<file path="src/rtl/fake7501_pkg.sv">
`default_nettype none
// +----------------------------------------------------------------------+
// | fake7501_pkg                                                         |
// | Shared state type and default timing constants for the phi sequencer |
// | Revision: 1.0                                                        |
// +----------------------------------------------------------------------+
package fake7501_pkg;

    typedef enum logic [1:0] {
        SYNC       = 2'd0,
        LOW        = 2'd1,
        HIGH_GATED = 2'd2,
        HIGH_HELD  = 2'd3
    } seq_state_t;

    localparam int SEQ_SYNC_STAGES = 2;
    localparam int SEQ_FILTER      = 2;
    localparam int SEQ_GATE_DELAY  = 3;
    localparam int SEQ_TIMEOUT     = 1024;

endpackage
`default_nettype wire

</file>
<file path="src/rtl/phi_filter.sv">
`default_nettype none
// +----------------------------------------------------------------------+
// | phi_filter                                                           |
// | Synchronizer plus run-length glitch filter with edge pulses          |
// | Revision: 1.0                                                        |
// +----------------------------------------------------------------------+
module phi_filter
    import fake7501_pkg::*;
#(
    parameter int SYNC_STAGES = SEQ_SYNC_STAGES,
    parameter int FILTER      = SEQ_FILTER
) (
    input  logic clock,
    input  logic reset,
    input  logic sig_in,
    output logic pf,
    output logic rise,
    output logic fall
);

    localparam int CW = (FILTER > 1) ? $clog2(FILTER) : 1;

    logic [SYNC_STAGES-1:0] r_sync;
    logic [CW-1:0]          r_cnt;
    logic                   r_pf;
    logic                   r_pf_d;
    logic                   r_rise;
    logic                   r_fall;
    logic                   w_sync;

    assign w_sync = r_sync[SYNC_STAGES-1];

    always_ff @(posedge clock) begin
        if (reset) begin
            r_sync <= '0;
            r_cnt  <= '0;
            r_pf   <= 1'b0;
            r_pf_d <= 1'b0;
            r_rise <= 1'b0;
            r_fall <= 1'b0;
        end else begin
            r_sync <= {r_sync[SYNC_STAGES-2:0], sig_in};
            if (w_sync == r_pf) begin
                r_cnt <= '0;
            end else if (r_cnt == CW'(FILTER - 1)) begin
                r_pf  <= w_sync;
                r_cnt <= '0;
            end else begin
                r_cnt <= r_cnt + CW'(1);
            end
            // Pulses are taken one tick after pf moves so both edges share one latency
            r_pf_d <= r_pf;
            r_rise <= r_pf & ~r_pf_d;
            r_fall <= ~r_pf & r_pf_d;
        end
    end

    assign pf   = r_pf;
    assign rise = r_rise;
    assign fall = r_fall;

endmodule
`default_nettype wire

</file>
<file path="src/rtl/phi_sequencer.sv">
`default_nettype none
// +----------------------------------------------------------------------+
// | phi_sequencer                                                        |
// | Derives phi2, R/W gate and AEC qualifier from the TED phi0 and AEC   |
// | Revision: 1.0                                                        |
// +----------------------------------------------------------------------+
module phi_sequencer
    import fake7501_pkg::*;
#(
    parameter int SYNC_STAGES = SEQ_SYNC_STAGES,
    parameter int FILTER      = SEQ_FILTER,
    parameter int GATE_DELAY  = SEQ_GATE_DELAY,
    parameter int TIMEOUT     = SEQ_TIMEOUT
) (
    input  logic       clock,
    input  logic       reset,
    input  logic       phi0_in,
    input  logic       aec_in,
    output logic       phi2,
    output logic       gate,
    output logic       aec_out,
    output logic       cycle_end,
    output logic [7:0] high_ticks,
    output logic       stalled
);

    localparam int WD_W = $clog2(TIMEOUT) + 1;

    seq_state_t             r_state;
    logic [SYNC_STAGES-1:0] r_aec_sync;
    logic [7:0]             r_phase;
    logic [WD_W-1:0]        r_wd;
    logic                   w_pf_unused;
    logic                   w_rise;
    logic                   w_fall;
    logic                   w_timeout;
    logic                   w_gate_hit;
    logic [7:0]             w_phase_inc;

    phi_filter #(
        .SYNC_STAGES(SYNC_STAGES),
        .FILTER     (FILTER)
    ) u_phi_filter (
        .clock (clock),
        .reset (reset),
        .sig_in(phi0_in),
        .pf    (w_pf_unused),
        .rise  (w_rise),
        .fall  (w_fall)
    );

    assign w_phase_inc = (r_phase == 8'hFF) ? r_phase : r_phase + 8'd1;
    assign w_gate_hit  = ({24'd0, r_phase} == 32'(GATE_DELAY - 1));
    assign w_timeout   = (r_wd == WD_W'(TIMEOUT - 1)) && !w_rise && !w_fall;

    always_ff @(posedge clock) begin
        if (reset) begin
            r_state    <= SYNC;
            r_aec_sync <= '0;
            r_phase    <= 8'd0;
            r_wd       <= '0;
            phi2       <= 1'b0;
            gate       <= 1'b1;
            aec_out    <= 1'b0;
            cycle_end  <= 1'b0;
            high_ticks <= 8'd0;
            stalled    <= 1'b0;
        end else begin
            r_aec_sync <= {r_aec_sync[SYNC_STAGES-2:0], aec_in};
            cycle_end  <= 1'b0;

            if (r_state == SYNC || w_rise || w_fall) begin
                r_wd <= '0;
            end else begin
                r_wd <= r_wd + WD_W'(1);
            end

            if (r_state != SYNC && w_timeout) begin
                r_state <= SYNC;
                phi2    <= 1'b0;
                gate    <= 1'b1;
                aec_out <= 1'b0;
                stalled <= 1'b1;
            end else begin
                case (r_state)
                    SYNC: begin
                        if (w_fall) begin
                            r_state <= LOW;
                        end
                    end
                    LOW: begin
                        if (w_rise) begin
                            r_state <= HIGH_GATED;
                            phi2    <= 1'b1;
                            aec_out <= r_aec_sync[SYNC_STAGES-1];
                            r_phase <= 8'd0;
                        end
                    end
                    HIGH_GATED, HIGH_HELD: begin
                        r_phase <= w_phase_inc;
                        // A fall on the gate-match tick wins, so gate never glitches low
                        if (w_fall) begin
                            r_state    <= LOW;
                            phi2       <= 1'b0;
                            gate       <= 1'b1;
                            cycle_end  <= 1'b1;
                            high_ticks <= w_phase_inc;
                        end else if (r_state == HIGH_GATED && w_gate_hit) begin
                            r_state <= HIGH_HELD;
                            gate    <= 1'b0;
                        end
                    end
                    default: r_state <= SYNC;
                endcase
            end
        end
    end

endmodule
`default_nettype wire

</file>
<file path="config.mk">
export PLATFORM = sky130hd
export DESIGN_NAME = phi_sequencer
export DESIGN_NICKNAME = d
export VERILOG_FILES = /design/src/rtl/fake7501_pkg.sv /design/src/rtl/phi_filter.sv /design/src/rtl/phi_sequencer.sv
export SDC_FILE = /design/constraint.sdc
export NUM_CORES = 1
export LEC_CHECK = 0
export CORE_AREA = 2 2 75 77
export DETAILED_ROUTE_END_ITERATION = 7
export DIE_AREA = 0 0 77 79
export GPL_TIMING_DRIVEN = 0
export PLACE_DENSITY_LB_ADDON = 0.08
export SLEW_MARGIN = 15
export SYNTH_ARGS = -nofsm -noshare
export SYNTH_HDL_FRONTEND = slang
export SYNTH_SLANG_ARGS = --single-unit
</file>
<file path="constraint.sdc">
create_clock -name clock -period 2.4 [get_ports clock]
set_input_delay 0.24 -clock clock [delete_from_list [all_inputs] [get_ports clock]]
set_output_delay 0.24 -clock clock [all_outputs]
set_load 0.02 [all_outputs]
</file>
==> flow_summary_export.csv <==
group,metric,value,unit
run_status,status,"finished, final reports clean",
place,dp.final_hpwl,2597,um
place,portBuffers,15,
route,drtPass1Iterations,4,
clock_network,cts_buffers,5,
worst_setup_path,critPathSlowestCell,"dfxtp_1",
yosys,synth_cell_types,44,
pwr,finalPower,1.317,mW
clock_network,clockBufferDepth,2,
yosys,yosysTopAreaCell,"dfxtp_1",
cells_and_area,drive_gt1_share,9.009,%
worst_setup_path,cp.arrival,1940,ps
route,wire_per_inst,12.32,um
yosys,syn-instance-count,199,
floorplanning,placementRows,27,
floorplanning,die_x,77,um
sta,period_needed,1748,ps
clock_network,path_clk_slew,90,ps
global_route,grt_antenna_before_repair,0,
sta,final.period_utilization,72.83,%
worst_setup_path,r2r-start,"r_wd[0]",
sta,fmax,572.1,MHz
sta,rsz0062_at_grt,"false",
yosys,yosys.area.top_type_share,48.15,%
yosys,synth-edff-count,0,
worst_setup_path,critPathBufInv,0,
cells_and_area,fill_cells,572,
floorplanning,coreArea,5338,um^2
global_route,grt_pass1_wl,6189,um
hold_path,whs_endpoint,"r_aec_sync[1]",
yosys,synthArstFlopShare,0,%
pwr,power.density,615.3,nW/um^2
worst_setup_path,r2r-end,"r_phase[1]",
clock_network,post_cts_resized,0,
yosys,synthesis.area,1788,um^2
global_route,grt_start_max_net_pins,15,
place,gp_congestion,0.7613,
clock_network,cts.htree.levels,2,
global_route,grt_overflow,0,
clock_network,postCtsSetupBuffers,0,
yosys,ys_ff_latch,43,
cells_and_area,final_core_util,40.11,%
global_route,grtUsageTotal,12.78,%
hold_path,hold_start,"reset",
worst_setup_path,critical_path.top_delay_family,"compound AO/OA/AOI/OAI gates",
route,drtIter0Drc,42,
worst_setup_path,cp_cell_sequence,"ha_1, nand3_1, nor3_4, a211o_2, o21bai_1, a21bo_1",
cells_and_area,syn2layout_area_growth,19.73,%
sta,max_slew_margin,65.90,%
clock_network,cts_sinks,43,
floorplanning,io_pins,17,
clock_network,clk_latency,300,ps
worst_setup_path,cp-start-kind,"flop",
route,vias_per_cell,4.799,
floorplanning,start_util,33.50,%
route,final_antenna_net_count,0,
route,route.detailed.drc,0,
cells_and_area,layout_commonest_cell,"dfxtp_1",
hold_path,hold_depth,2,
yosys,synth_area_leaders,"dfxtp_1 48%, nor2_1 6.1%, nand2_1 4.4%",
pwr,power.leakage,0.7319,nW
job,drv_cap,0,
worst_setup_path,cp-end-kind,"flop",
route,routed_wl,3621,um
worst_setup_path,cpPeakStageDelay,360,ps
floorplanning,dieArea,6083,um^2
sta,tightest_slew,509.7,ps
global_route,grt_pass1_vias,1348,
sta,final.setup.tns,0,ps
cells_and_area,finish.net_count,228,
yosys,ys_warn_count,0,
worst_setup_path,worst-setup-path-type,"reg -> reg",
sta,clock-skew-final,8.473,ps
worst_setup_path,r2r_slack,650,ps
cells_and_area,diodes,0,
pwr,ir_drop,0.1970,mV
sta,finalHoldViolations,0,
sta,finalSetupViolations,0,
clock_network,cts_hold_buffers,0,
floorplanning,fp.dieH,79,um
yosys,avgSynthCellArea,8.985,um^2
worst_setup_path,cp_data_required_time,2590,ps
clock_network,root_buffer,"clkbuf_8",
worst_setup_path,crit_fanout,7,
yosys,yosysSeqAreaShare,48.15,%
yosys,synth_fp_nets,206,
clock_network,cts_tree,"done",
worst_setup_path,reg2reg_depth,6,
yosys,synth_ff_type,"dfxtp_1",
sta,slew_viol_final,0,
cells_and_area,mostFrequentLayoutCells,"43 x dfxtp_1, 29 x nor2_1, 21 x nand2_1, 15 x clkdlybuf4s50_1, 14 x a21oi_1",
route,vias,1411,
hold_path,hold_path.class,"in -> reg",
-- layer usage --
| layer | global-route usage (%) | vias to the layer above | wire length [um] |
|---|---|---|---|
| met1 | 15.19 | 662 | 1705 |
| met4 | 4.286 | 0 | 24 |
| met2 | 22.11 | 17 | 1779 |
| met3 | 3.864 | 2 | 111 |
| li1 | - | 730 | - |
| met5 | 0 | - | 0 |
-- state kept, by name, summed over array words and instances, names as in the netlist --
signal / cells
aec_out: 1
cycle_end: 1
u_phi_filter.r_sync: 2
phi2: 1
gate: 1
u_phi_filter.pf: 1
u_phi_filter.fall: 1
r_state: 2
r_aec_sync: 2
high_ticks: 8
r_phase: 8
stalled: 1
u_phi_filter.r_pf_d: 1
u_phi_filter.r_cnt: 1
u_phi_filter.rise: 1
r_wd: 11
-- layout make-up --
type,count,area [um^2],share of cell area [%]
Timing Repair Buffer,15,150.1,7.013
Tap cell,72,90.09,4.208
Clock inverter,3,43.79,2.046
Inverter,5,18.77,0.8767
Clock buffer,5,68.82,3.214
Buffer,6,31.28,1.461
Multi-Input combinational cell,145,877.1,40.97
Sequential cell,43,860.8,40.21
-- power by group --
| part | total (mW) | switching (mW) | leakage [nW] | internal (mW) |
|---|---|---|---|---|
| clock | 0.566 | 0.256 | 0.0581 | 0.310 |
| combinational | 0.0303 | 0.0167 | 0.326 | 0.0136 |
| sequential | 0.721 | 0.00276 | 0.347 | 0.718 |
| total | 1.32 | 0.275 | 0.732 | 1.04 |
-- kinds of logic after synthesis --
logic type | Yosys count | synth area share, %
xor+xnor | 10 | 4.898
fa+ha+maj | 3 | 2.100
compound gates | 39 | 14.14
flops | 43 | 48.15
buf+inv | 11 | 2.799
simple gates | 90 | 26.24
mux | 3 | 1.680
-- synthesized netlist by cell type, types with 2 or more instances --
cell	number
a31oi_1	2
o21bai_1	2
a22oi_1	3
o2bb2ai_1	2
inv_1	5
nand3b_1	5
clkbuf_1	4
and2_1	2
mux2i_1	3
o21ai_0	6
nor2_1	29
dfxtp_1	43
nand4_1	2
o31ai_1	3
or2_2	2
nor3_1	4
xnor2_1	5
xor2_1	5
a21oi_1	14
nand2_1	21
nor2b_1	6
nand3_1	7
ha_1	3
-- worst max-delay path by stage --
stage	start	endpoint	slack [ps]	depth (start not counted)
floorplan	r_wd[0]	r_phase[1]	900	6
global placement	r_wd[0]	r_phase[1]	690	6
detailed placement	r_wd[0]	r_phase[1]	690	6
CTS	r_wd[0]	r_phase[1]	650	6
global route	r_wd[0]	r_phase[1]	510	6
finish	r_wd[0]	r_phase[1]	650	6
-- stage by stage --
stage | setup WS, ps | area [um^2] | hold slack, ps | cells
final | 652.1 | 2141 | 336.1 | 294
after global routing | 508.6 | 2141 | 357.6 | 294
after CTS | 649.9 | 2141 | 352.3 | 294
after detailed placement | 685.4 | 2028 | 397.1 | 286
after global placement | 692.2 | 2028 | 395.7 | 286
after floorplan | 897.8 | 1788 | 368.2 | 199
Note: power is estimated with default switching activity, not from simulation.
